$ cat config.mk
export PLATFORM = sky130hd
export DESIGN_NAME = seg7_scan_driver_flat
export DESIGN_NICKNAME = d
export VERILOG_FILES = /design/src/rtl/seg7_scan_driver_if.sv /design/src/rtl/seg7_scan_driver.sv /design/src/flat_wrapper.sv
export SDC_FILE = /design/constraint.sdc
export NUM_CORES = 1
export LEC_CHECK = 0
export ABC_AREA = 0
export BUFFER_PORTS_ARGS = -buffer_cell sky130_fd_sc_hd__buf_2
export CORE_MARGIN = 1.5
export CORE_UTILIZATION = 45
export DETAILED_ROUTE_END_ITERATION = 6
export PLACE_DENSITY_LB_ADDON = 0.3
export SYNTH_ARGS = -nofsm -noshare
export SYNTH_HDL_FRONTEND = slang
export SYNTH_SLANG_ARGS = --single-unit
$ cat constraint.sdc
create_clock -name clk -period 2.84 [get_ports clk]
set_input_delay 0.284 -clock clk [delete_from_list [all_inputs] [get_ports clk]]
set_output_delay 0.284 -clock clk [all_outputs]
set_load 0.01 [all_outputs]
$ cat src/rtl/seg7_scan_driver_if.sv
// Display bus for seg7_scan_driver: digit codes, decimal points and enable in,
// multiplexed segment/anode/dp pins out.
interface seg7_scan_driver_if;
  logic       en;
  logic [3:0] d3;
  logic [3:0] d2;
  logic [3:0] d1;
  logic [3:0] d0;
  logic [3:0] dp_in;
  logic [6:0] seg;
  logic       dp;
  logic [3:0] an;

  modport master (
    output en, d3, d2, d1, d0, dp_in,
    input  seg, dp, an
  );

  modport slave (
    input  en, d3, d2, d1, d0, dp_in,
    output seg, dp, an
  );
endinterface

$ cat src/rtl/seg7_scan_driver.sv
// Four-digit multiplexed 7-segment scan driver with anti-ghosting guard band.
// Define SEG7_HEX_EN to decode codes 10..15 as A,b,C,d,E,F (otherwise blank).
module seg7_scan_driver #(
  parameter int SCAN_DIV     = 50000,
  parameter int GUARD        = 16,
  parameter int COMMON_ANODE = 1
) (
  input logic                clk,
  input logic                reset,
  seg7_scan_driver_if.slave  bus
);

  localparam int CW = $clog2(SCAN_DIV);
  localparam logic [CW-1:0] CNT_LAST     = CW'(SCAN_DIV - 1);
  localparam logic [CW-1:0] CNT_GUARD_M1 = CW'(GUARD - 1);
  localparam logic [CW-1:0] CNT_ONE      = CW'(1);
  localparam logic [6:0]    SEG_OFF      = (COMMON_ANODE != 0) ? 7'h7F : 7'h00;
  localparam logic [3:0]    AN_OFF       = (COMMON_ANODE != 0) ? 4'hF : 4'h0;
  localparam logic          DP_OFF       = (COMMON_ANODE != 0) ? 1'b1 : 1'b0;

  typedef enum logic {
    ST_GUARD = 1'b0,
    ST_DRIVE = 1'b1
  } state_t;

  state_t        r_state;
  state_t        w_state_nxt;
  logic [CW-1:0] r_cnt;
  logic [1:0]    r_idx;
  logic [19:0]   r_shadow;
  logic [6:0]    r_seg;
  logic [3:0]    r_an;
  logic          r_dp;

  logic          w_wrap;
  logic [3:0]    w_digit;
  logic          w_dp_sel;
  logic [6:0]    w_seg_ah;
  logic [3:0]    w_an_ah;
  logic          w_dp_ah;

  // Active-high segment pattern {g,f,e,d,c,b,a}; unsupported codes blank.
  function automatic logic [6:0] f_decode(input logic [3:0] code);
    logic [6:0] pat;
    case (code)
      4'h0:    pat = 7'h3F;
      4'h1:    pat = 7'h06;
      4'h2:    pat = 7'h5B;
      4'h3:    pat = 7'h4F;
      4'h4:    pat = 7'h66;
      4'h5:    pat = 7'h6D;
      4'h6:    pat = 7'h7D;
      4'h7:    pat = 7'h07;
      4'h8:    pat = 7'h7F;
      4'h9:    pat = 7'h6F;
`ifdef SEG7_HEX_EN
      4'hA:    pat = 7'h77;
      4'hB:    pat = 7'h7C;
      4'hC:    pat = 7'h39;
      4'hD:    pat = 7'h5E;
      4'hE:    pat = 7'h79;
      4'hF:    pat = 7'h71;
`endif
      default: pat = 7'h00;
    endcase
    return pat;
  endfunction

  assign w_wrap = (r_cnt == CNT_LAST);

  // FSM state register
  always_ff @(posedge clk) begin
    if (reset) begin
      r_state <= ST_GUARD;
    end else begin
      r_state <= w_state_nxt;
    end
  end

  // FSM next state; DRIVE is entered on the edge where cnt becomes GUARD
  always_comb begin
    w_state_nxt = r_state;
    if (!bus.en) begin
      w_state_nxt = ST_GUARD;
    end else begin
      case (r_state)
        ST_GUARD: w_state_nxt = (r_cnt == CNT_GUARD_M1) ? ST_DRIVE : ST_GUARD;
        ST_DRIVE: w_state_nxt = w_wrap ? ST_GUARD : ST_DRIVE;
        default:  w_state_nxt = ST_GUARD;
      endcase
    end
  end

  // Slot counter, digit index and frame-atomic shadow of the inputs
  always_ff @(posedge clk) begin
    if (reset) begin
      r_cnt    <= '0;
      r_idx    <= 2'd0;
      r_shadow <= 20'h00000;
    end else if (!bus.en) begin
      r_cnt    <= '0;
      r_idx    <= 2'd0;
      r_shadow <= {bus.d3, bus.d2, bus.d1, bus.d0, bus.dp_in};
    end else begin
      if (w_wrap) begin
        r_cnt <= '0;
        r_idx <= r_idx + 2'd1;
        if (r_idx == 2'd3) begin
          r_shadow <= {bus.d3, bus.d2, bus.d1, bus.d0, bus.dp_in};
        end else begin
          r_shadow <= r_shadow;
        end
      end else begin
        r_cnt    <= r_cnt + CNT_ONE;
        r_idx    <= r_idx;
        r_shadow <= r_shadow;
      end
    end
  end

  // Output decode; en gates the pins immediately so a disable blanks on the next edge
  always_comb begin
    w_digit  = 4'h0;
    w_dp_sel = 1'b0;
    w_seg_ah = 7'h00;
    w_an_ah  = 4'h0;
    w_dp_ah  = 1'b0;
    case (r_idx)
      2'd0:    begin w_digit = r_shadow[7:4];   w_dp_sel = r_shadow[0]; end
      2'd1:    begin w_digit = r_shadow[11:8];  w_dp_sel = r_shadow[1]; end
      2'd2:    begin w_digit = r_shadow[15:12]; w_dp_sel = r_shadow[2]; end
      2'd3:    begin w_digit = r_shadow[19:16]; w_dp_sel = r_shadow[3]; end
      default: begin w_digit = 4'h0;            w_dp_sel = 1'b0;        end
    endcase
    if (bus.en && (r_state == ST_DRIVE)) begin
      w_an_ah  = 4'b0001 << r_idx;
      w_seg_ah = f_decode(w_digit);
      w_dp_ah  = w_dp_sel;
    end else begin
      w_an_ah  = 4'h0;
      w_seg_ah = 7'h00;
      w_dp_ah  = 1'b0;
    end
  end

  // Registered pins with polarity applied
  always_ff @(posedge clk) begin
    if (reset) begin
      r_seg <= SEG_OFF;
      r_an  <= AN_OFF;
      r_dp  <= DP_OFF;
    end else begin
      r_seg <= w_seg_ah ^ SEG_OFF;
      r_an  <= w_an_ah ^ AN_OFF;
      r_dp  <= w_dp_ah ^ DP_OFF;
    end
  end

  assign bus.seg = r_seg;
  assign bus.an  = r_an;
  assign bus.dp  = r_dp;

endmodule

$ cat src/flat_wrapper.sv
// flat-port wrapper written by rule: the top's interface ports become plain ports
module seg7_scan_driver_flat 
#(
  parameter int SCAN_DIV     = 50000,
  parameter int GUARD        = 16,
  parameter int COMMON_ANODE = 1
)
  (clk, reset, bus_en, bus_d3, bus_d2, bus_d1, bus_d0, bus_dp_in, bus_seg, bus_dp, bus_an);
  seg7_scan_driver_if bus_i ();
  input logic clk;
  input logic reset;
  input wire logic [$bits(bus_i.en)-1:0] bus_en;
  input wire logic [$bits(bus_i.d3)-1:0] bus_d3;
  input wire logic [$bits(bus_i.d2)-1:0] bus_d2;
  input wire logic [$bits(bus_i.d1)-1:0] bus_d1;
  input wire logic [$bits(bus_i.d0)-1:0] bus_d0;
  input wire logic [$bits(bus_i.dp_in)-1:0] bus_dp_in;
  output wire logic [$bits(bus_i.seg)-1:0] bus_seg;
  output wire logic [$bits(bus_i.dp)-1:0] bus_dp;
  output wire logic [$bits(bus_i.an)-1:0] bus_an;
  assign bus_i.en = bus_en;
  assign bus_i.d3 = bus_d3;
  assign bus_i.d2 = bus_d2;
  assign bus_i.d1 = bus_d1;
  assign bus_i.d0 = bus_d0;
  assign bus_i.dp_in = bus_dp_in;
  assign bus_seg = bus_i.seg;
  assign bus_dp = bus_i.dp;
  assign bus_an = bus_i.an;
  seg7_scan_driver #(.SCAN_DIV(SCAN_DIV), .GUARD(GUARD), .COMMON_ANODE(COMMON_ANODE)) u_core (.clk(clk), .reset(reset), .bus(bus_i));
endmodule
==> results.cfg <==
[yosys]
async_reset_ff_frac = 0
yosys_register_bits = 51
synth_edf_count = 0
synth.distinct_cells = 35
syn_inst = 256
synth_flop_cell = dfxtp_1
netlist_area_mm2 = 0.00242
ys_seq_area_frac = 0.421
yosysWarnings = 0
synth_nets = 290
syn_area_per_cell_um2 = 9.47

[route]
initialDrtViolationCount = 117
drt-pass1-iter-count = 6
via_per_inst = 4.99
final_antenna_net_count = 0
via_count = 1783
drc = 0
wirelength_um = 4320
wl_per_cell_um = 12.1

[critical_path]
r2r_cells = 8
crit_start = u_core.r_idx[0]
r2r_setup_slack_ns = 0.39
startpoint_type = flop
crit_end = u_core.bus.seg[4]
arrival_ns = 2.68
r2r-end = u_core.bus.seg[4]
path_class = flop to flop
endpoint_kind = flop
worstReg2RegStart = u_core.r_idx[0]
critical_path_required_ns = 3.07
critPathMaxFanout = 8

[pwr]
ir_drop_mv = 0.217
power_density_mw_per_mm2 = 459
cellLeakagePower_nw = 1.08
power.total_mw = 1.24

[floorplanning]
die_area_mm2 = 0.00583
core-area_mm2 = 0.00514
std_cell_rows = 26
die_w_um = 76.4
die_h_um = 76.4
start_util = 0.472
io_pins = 35

[status]
status = finished, final reports clean

[placement]
place_area_mm2 = 0.00263
dp.cells = 349
gp_congestion = 0.752
port_buffers = 34
dp_hpwl_um = 3130

[clock_tree]
cts-resized-gates = 0
cts_tree = done
numCtsBuffers = 5
cts-root-buf = clkbuf_8
clk_path_buf_depth = 2
clk_latency_ns = 0.30
postCtsHoldBufs = 0
cts_sinks = 51
postCtsSetupRepairBufs = 0
clkSlewWorstSetupHoldPaths_ns = 0.09
htree_levels = 2

[timing]
fmax_mhz = 408
slew_headroom = 0.519
setup_tns_ns = 0
period_needed_ns = 2.45
skew_ns = 0.00721
setup_viol = 0
whs_ns = 0.236
fin_crit_sh = 0.863
rsz0062_at_grt = no
timing_hold_violations_final = 0
drv_slew = 0
tightest_slew_ns = 0.701

[cells_and_area]
antennaDiodeCount = 0
instances_no_fill = 357
multiInputGateArea_mm2 = 0.00129
fin_area_mm2 = 0.00271
num-nets-final = 320
seq_area_mm2 = 0.00102
syn2layout_area_growth_pct = 11.7
layout-drive-gt1-share = 0.167
fill_cells = 511

[flow_run]
maxCapViolCount = 0

[hold_path]
hp-class = primary input to flop

[grt]
grt-ovfl-total = 0
antenna_found_initial = 0
grt_pass1_vias = 1636
grt_usage = 0.159
grt_max_degree = 43
grt_pass1_wl_um = 7490
==> logic make-up after synthesis <==
| kind of cell | synth area share |
|---|---|
| AOI/OAI and AO/OA | 0.0800 |
| xor gates and xnor gates | 0.0470 |
| adders and majority gates | 0.0568 |
| buffers and inverters | 0.0459 |
| DFF | 0.421 |
| muxes | 0.108 |
| and+or+nand+nor | 0.241 |
==> cells in the mapped netlist, types with 2 or more instances <==
cell       n  area share
dfxtp_1   51        0.42
nand2b_1  41        0.11
mux2i_1   24       0.099
nor2_1    15       0.023
a21oi_1   13       0.027
ha_1      11       0.057
inv_1     11       0.017
xor2_1    11       0.040
nand2_1   10       0.015
o21ai_0    9       0.019
clkbuf_1   6      0.0093
nand3_1    6       0.012
buf_2      5       0.010
a222oi_1   4       0.017
nand4_1    4       0.010
or3_1      4       0.010
and4_1     3       0.011
nor2b_1    3      0.0077
nor4_1     3      0.0077
and2_1     2      0.0052
buf_6      2      0.0093
mux2_2     2      0.0093
nor3b_1    2      0.0062
or4_1      2      0.0062
xnor2_1    2      0.0072
==> registers in the layout (all words and copies together), names as in the netlist <==
register,flops
u_core.bus.seg,7
u_core.r_cnt,16
u_core.r_idx,2
u_core.bus.an,4
u_core.r_shadow,20
u_core.bus.dp,1
u_core.r_state,1
==> worst max-delay path, cell delays in order (launching register included) <==
cell and delay (ns):
dfxtp_1 0.35, inv_1 0.11, ha_1 0.34, mux2i_1 0.65, inv_1 0.19, ha_1 0.24, a211o_1 0.26, o211a_1 0.10
o21ai_0 0.13
==> routing by layer <==
metal  wire, um  global-route usage  up-vias  share of wire
met5          0                   0        -              0
met4         53              0.0556        0          0.012
met3        150              0.0371        5          0.035
met2       1960               0.255       32           0.45
met1       2160               0.209      819           0.50
li1           -                   -      927              -
==> metrics by stage <==
stage | setup slack (ns) | utilization
final | 0.389 | 0.527
after global placement | 0.497 | 0.511
after CTS | 0.371 | 0.527
after floorplan | 0.735 | -
after global routing | 0.105 | 0.527
after detailed placement | 0.395 | 0.511
==> area by class of cell <==
cell class                 count  share of cell area
multi-input combinational    181               0.477
sequential                    51               0.377
timing repair buffer          36              0.0684
tap                           70              0.0323
clock buffer                   7              0.0282
inverter                      11              0.0152
clock inverter                 1             0.00185
==> report_power, final <==
group	leakage [nW]	total (mW)	switching, mW	internal, mW
logic	0.619	0.105	0.0526	0.0519
clock network	0.0422	0.392	0.219	0.173
registers	0.416	0.746	0.0123	0.734
==> cells in the final DEF (no fill, tap or decap), drive strengths merged, types with 3 or more instances in the layout <==
cell	n
nor2b	3
nand4	5
or3	4
o21ai	10
ha	11
nand3	7
nor2	15
mux2i	24
clkbuf	7
inv	11
buf	36
dfxtp	51
a222oi	4
nor4	4
nand2b	41
nand2	10
a21oi	13
xor2	11
and4	3
==> worst min-delay path by stage <==
stage,start,to,slack [ns],cells after the start
after floorplan,u_core.r_cnt[0],u_core.r_cnt[0],0.43,1
after global placement,u_core.r_cnt[0],u_core.r_cnt[0],0.44,1
after detailed placement,u_core.r_cnt[0],u_core.r_cnt[0],0.45,1
after CTS,bus_dp_in[1],u_core.r_shadow[1],0.23,3
after global routing,bus_dp_in[1],u_core.r_shadow[1],0.23,3
final,bus_dp_in[1],u_core.r_shadow[1],0.24,3
Note: power is estimated with default switching activity, not from simulation.
